--- src/rtl/usb_phy_filt.sv ---
// USB full-speed pad front end: rx synchronisation with tx-echo masking, tx pad drive,
// and bus reset / suspend detection from the filtered line state.
module usb_phy_filt #(
    parameter int unsigned SYNC_STAGES    = 2,
    parameter int unsigned RESET_CYCLES   = 120,
    parameter int unsigned SUSPEND_CYCLES = 144000,
    parameter int unsigned TX_TURNAROUND  = 2,
    parameter int unsigned TX_REG         = 1
) (
    input  logic       clk_48mhz,
    input  logic       reset,
    input  logic       usb_p_tx,
    input  logic       usb_n_tx,
    input  logic       usb_tx_en,
    output logic       usb_p_rx,
    output logic       usb_n_rx,
    output logic       pad_p_out,
    output logic       pad_n_out,
    output logic       pad_oe,
    input  logic       pad_p_in,
    input  logic       pad_n_in,
    output logic       usb_reset,
    output logic       usb_suspend,
    output logic [1:0] line_state
);

    localparam int unsigned SE0_W = $clog2(RESET_CYCLES + 1);
    localparam int unsigned J_W   = $clog2(SUSPEND_CYCLES + 1);

    typedef enum logic [1:0] {
        ACTIVE,
        BUS_RESET,
        SUSPEND
    } state_t;

    logic [SYNC_STAGES-1:0] sync_p_q, sync_n_q;
    logic                   sync_p, sync_n;
    logic                   oe_q;
    logic                   oe_fall;
    logic [3:0]             ta_q, ta_eff;
    logic                   mask;
    logic                   is_se0, is_j;
    logic [SE0_W-1:0]       se0_q, se0_d;
    logic [J_W-1:0]         j_q, j_d;
    state_t                 state;

    // Idle is J, so the synchroniser powers up holding J rather than SE0.
    always_ff @(posedge clk_48mhz or posedge reset) begin
        if (reset) begin
            sync_p_q <= '1;
            sync_n_q <= '0;
        end else begin
            sync_p_q <= {sync_p_q[SYNC_STAGES-2:0], pad_p_in};
            sync_n_q <= {sync_n_q[SYNC_STAGES-2:0], pad_n_in};
        end
    end

    assign sync_p     = sync_p_q[SYNC_STAGES-1];
    assign sync_n     = sync_n_q[SYNC_STAGES-1];
    assign line_state = {sync_p, sync_n};

    generate
        if (TX_REG != 0) begin : g_tx_reg
            always_ff @(posedge clk_48mhz or posedge reset) begin
                if (reset) begin
                    pad_p_out <= 1'b0;
                    pad_n_out <= 1'b0;
                    pad_oe    <= 1'b0;
                end else begin
                    pad_p_out <= usb_p_tx;
                    pad_n_out <= usb_n_tx;
                    pad_oe    <= usb_tx_en;
                end
            end
        end else begin : g_tx_comb
            assign pad_p_out = usb_p_tx;
            assign pad_n_out = usb_n_tx;
            assign pad_oe    = usb_tx_en;
        end
    endgenerate

    // The falling cycle itself already sees the loaded count, so the mask has no gap.
    assign oe_fall = oe_q & ~pad_oe;
    assign ta_eff  = oe_fall ? 4'(TX_TURNAROUND) : ta_q;
    assign mask    = pad_oe | (ta_eff != 4'd0);

    always_ff @(posedge clk_48mhz or posedge reset) begin
        if (reset) begin
            oe_q <= 1'b0;
            ta_q <= 4'd0;
        end else begin
            oe_q <= pad_oe;
            ta_q <= (ta_eff != 4'd0) ? ta_eff - 4'd1 : 4'd0;
        end
    end

    assign usb_p_rx = mask | sync_p;
    assign usb_n_rx = ~mask & sync_n;

    assign is_se0 = (line_state == 2'b00);
    assign is_j   = (line_state == 2'b10);

    always_comb begin
        se0_d = se0_q;
        j_d   = j_q;
        if (!mask) begin
            if (is_se0) begin
                se0_d = (se0_q == SE0_W'(RESET_CYCLES)) ? se0_q : se0_q + SE0_W'(1);
            end else begin
                se0_d = '0;
            end
            if (is_j) begin
                j_d = (j_q == J_W'(SUSPEND_CYCLES)) ? j_q : j_q + J_W'(1);
            end else begin
                j_d = '0;
            end
        end
    end

    // Flags are registered copies of the state, one cycle behind each transition.
    always_ff @(posedge clk_48mhz or posedge reset) begin
        if (reset) begin
            state       <= ACTIVE;
            se0_q       <= '0;
            j_q         <= '0;
            usb_reset   <= 1'b0;
            usb_suspend <= 1'b0;
        end else begin
            se0_q       <= se0_d;
            j_q         <= j_d;
            usb_reset   <= (state == BUS_RESET);
            usb_suspend <= (state == SUSPEND);
            case (state)
                ACTIVE: begin
                    if (se0_d == SE0_W'(RESET_CYCLES)) begin
                        state <= BUS_RESET;
                    end else if (j_d == J_W'(SUSPEND_CYCLES)) begin
                        state <= SUSPEND;
                    end
                end
                BUS_RESET: begin
                    if (!mask && !is_se0) begin
                        state <= ACTIVE;
                    end
                end
                SUSPEND: begin
                    if (!mask && !is_j) begin
                        state <= ACTIVE;
                    end
                end
                default: state <= ACTIVE;
            endcase
        end
    end

endmodule
--- config.mk ---
export PLATFORM = sky130hd
export DESIGN_NAME = usb_phy_filt
export DESIGN_NICKNAME = d
export VERILOG_FILES = /design/src/rtl/usb_phy_filt.sv
export SDC_FILE = /design/constraint.sdc
export NUM_CORES = 1
export LEC_CHECK = 0
export ABC_AREA = 1
export CAP_MARGIN = 0
export CORE_MARGIN = 4
export CORE_UTILIZATION = 50
export DETAILED_ROUTE_END_ITERATION = 6
export PLACE_DENSITY = 0.71
export SYNTH_ARGS = -nofsm -noshare
export SYNTH_HDL_FRONTEND = slang
export SYNTH_SLANG_ARGS = --single-unit
--- constraint.sdc ---
create_clock -name clk_48mhz -period 2.05 [get_ports clk_48mhz]
set_input_delay 0.41 -clock clk_48mhz [delete_from_list [all_inputs] [get_ports clk_48mhz]]
set_output_delay 0.41 -clock clk_48mhz [all_outputs]
set_load 0.05 [all_outputs]
==> impl_metrics.json <==
{
  "fin_crit_sh": 0.964,
  "rr_startpoint": "oe_q",
  "final_common_cell": "nand2_1",
  "insertion_delay_ps": 300,
  "die_x_um": 78.1,
  "synth_edf_count": 0,
  "crit_type": "flip-flop to output port",
  "hold_start": "sync_n_q[0]",
  "ys_types": 32,
  "htree_levels": 2,
  "grt_pass1_wl_mm": 9.62,
  "min_period_ps": 1980,
  "diodes": 0,
  "cts_tree": "built",
  "pwr-share-clk": 0.193,
  "grt_start_max_net_pins": 42,
  "dp_hpwl_mm": 3.95,
  "max_freq_mhz": 506,
  "core_um2": 4750,
  "wl_per_cell_um": 12.3,
  "gp_congestion": 0.922,
  "vias": 2191,
  "crit_arrival_ps": 1570,
  "r2r-end": "state[1]",
  "pwr-share-comb": 0.410,
  "critPathLaunchType": "flip-flop",
  "switching_share": 0.400,
  "ys_seq_elements": 41,
  "yosys.area_share.xor_xnor": 0.0357,
  "critical_path_required_ps": 1640,
  "antenna_found_initial": 0,
  "dr.pass1.iters": 4,
  "initial_core_util": 0.517,
  "max-cap-violations": 0,
  "clk_path_buf_depth": 2,
  "finalPower_mw": 2.83,
  "rows": 25,
  "io-pin-count": 16,
  "reg2regPathDepth": 13,
  "preCtsSetupSlack_ps": 4.32,
  "status": "finished clean",
  "avgSynthCellArea_um2": 7.18,
  "tns_ps": 0,
  "ir_drop_mv": 0.626,
  "clk_pin_slew_ps": 70,
  "synth-compound-area-share": 0.0586,
  "p_seq_frac": 0.397,
  "dieArea_um2": 6100,
  "synth_flop_cell": "dfrtp_1",
  "gr-total-overflow": 0,
  "grt_pass1_vias": 2211,
  "mappedNetlistNets": 353,
  "min_path_type": "flip-flop to flip-flop",
  "vias_per_cell": 4.98,
  "mostFrequentLayoutCells": "92 x nand2_1, 48 x inv_1, 44 x nor2_1",
  "yosysWarnings": 0,
  "drc": 0,
  "nets": 383,
  "fin_area_um2": 2940,
  "die_y_um": 78.1,
  "yosys.area_share.adder": 0.0204,
  "synthSimpleGateAreaFrac": 0.354,
  "p_switching_mw": 1.13,
  "cellLeakagePower_nw": 1.49,
  "synth_cells": 342,
  "place_inst": 426,
  "synth_top_family_by_area": "simple AND/OR/NAND/NOR gates",
  "utilization": 0.619,
  "rsz0062_at_grt": "yes",
  "relSlewSlack": 0.663,
  "cts_hold_buffers": 0,
  "fin_cells": 440,
  "powerDensity_nw_per_um2": 963,
  "cts_made_buffers": 5,
  "dpl-instance-area_um2": 2740,
  "whs_ps": 356,
  "async_flop_share": 1.00,
  "drv_slew": 0,
  "port_buffers": 15,
  "hold_depth": 0,
  "totalWireLength_mm": 5.40,
  "finalHoldViolCount": 0,
  "setup_viol": 0,
  "critPathMaxFanout": 7,
  "worst_slew_pin_slew_ps": 503,
  "min_delay_worst_endpoint": "sync_n_q[1]",
  "finClkSkew_ps": 11.7,
  "grtUsageTotal": 0.198,
  "drive_above_1_share": 0.142,
  "worst_slack_ps": 72.9,
  "ant_nets": 0,
  "ys_seq_area_frac": 0.419,
  "cts_sinks": 41,
  "area_delta_synth_final_pct": 19.8,
  "rrSetupSlack_ps": 90,
  "syn_area_um2": 2460,
  "synth_mux_area_frac": 0.0122,
  "clockRootBuffer": "clkbuf_8",
  "first_iter_violations": 116,
  "endpoint_kind": "output port",
  "p_int_mw": 1.70
}
-- worst max-delay path: stages (launching register included) --
cell and delay [ps]:
dfrtp_1 420, inv_2 80, nor2_4 40, nor2_4 180, nand3_2 140, buf_6 170
nor2_4 100, buf_12 140
-- flip-flops by register name (all words and copies together), names as in the netlist --
name / flops
j_q: 18
se0_q: 7
ta_q: 4
state: 2
sync_n_q: 2
sync_p_q: 2
oe_q: 1
pad_n_out: 1
pad_oe: 1
pad_p_out: 1
usb_reset: 1
usb_suspend: 1
-- synth_stat cells (3+ instances only) --
library cell  number  area share
a21oi_1            4      0.0082
buf_4              3      0.0092
dfrtp_1           39        0.40
ha_1               4       0.020
inv_1             50       0.076
mux2i_1            3       0.012
nand2_1           95        0.15
nand3_1           40       0.082
nand4_1            9       0.023
nor2_1            49       0.075
o21ai_0           10       0.020
xnor2_1            3       0.011
xor2_1             7       0.025
-- worst max path at each step --
stage,from,end
CTS,ta_q[0],usb_p_rx
global route,oe_q,state[1]
finish,oe_q,usb_n_rx
floorplan,pad_oe,usb_p_rx
global placement,pad_oe,state[1]
detailed placement,pad_oe,state[1]
-- power groups by stage --
stage	combinational, mW	sequential, mW	clock (mW)
after floorplan	0.800	1.14	0
after global placement	1.07	1.12	0
after detailed placement	1.09	1.13	0
after CTS	1.12	1.11	0.566
after global routing	1.32	1.15	0.600
final	1.16	1.13	0.547
-- final cells by class --
cell class / instances / area, um^2
Clock buffer: 8 / 90.1
Fill cell: 447 / 1810
Inverter: 52 / 198
Multi-Input combinational cell: 242 / 1230
Sequential cell: 41 / 1030
Tap cell: 67 / 83.8
Timing Repair Buffer: 30 / 307
-- repair_timing --
item | in CTS | in global routing
gates resized for setup | 2 | 21
setup endpoints to repair | 3 | 4
pin swaps | 2 | 4
endpoints found under the hold margin | 0 | 0
setup buffers | 3 | 3
-- per-layer routing --
metal,part of all wire,global-route usage,up-vias,routed length (um)
li1,-,-,1136,-
met1,0.47,0.246,999,2530
met2,0.47,0.335,46,2520
met3,0.044,0.0436,10,236
met4,0.020,0.0804,0,108
met5,0,0,-,0
-- cell families (layout without fill, tap and decap cells) --
logic type / count (synthesis) / after routing
AO/OA/AOI/OAI: 23 / 23
flip-flops: 41 / 41
AND/OR/NAND/NOR: 202 / 202
XOR/XNOR: 10 / 10
buffers and inverters: 59 / 90
adder cells (fa/ha/maj): 4 / 4
multiplexers: 3 / 3
Power figures use the tool's default switching activity.
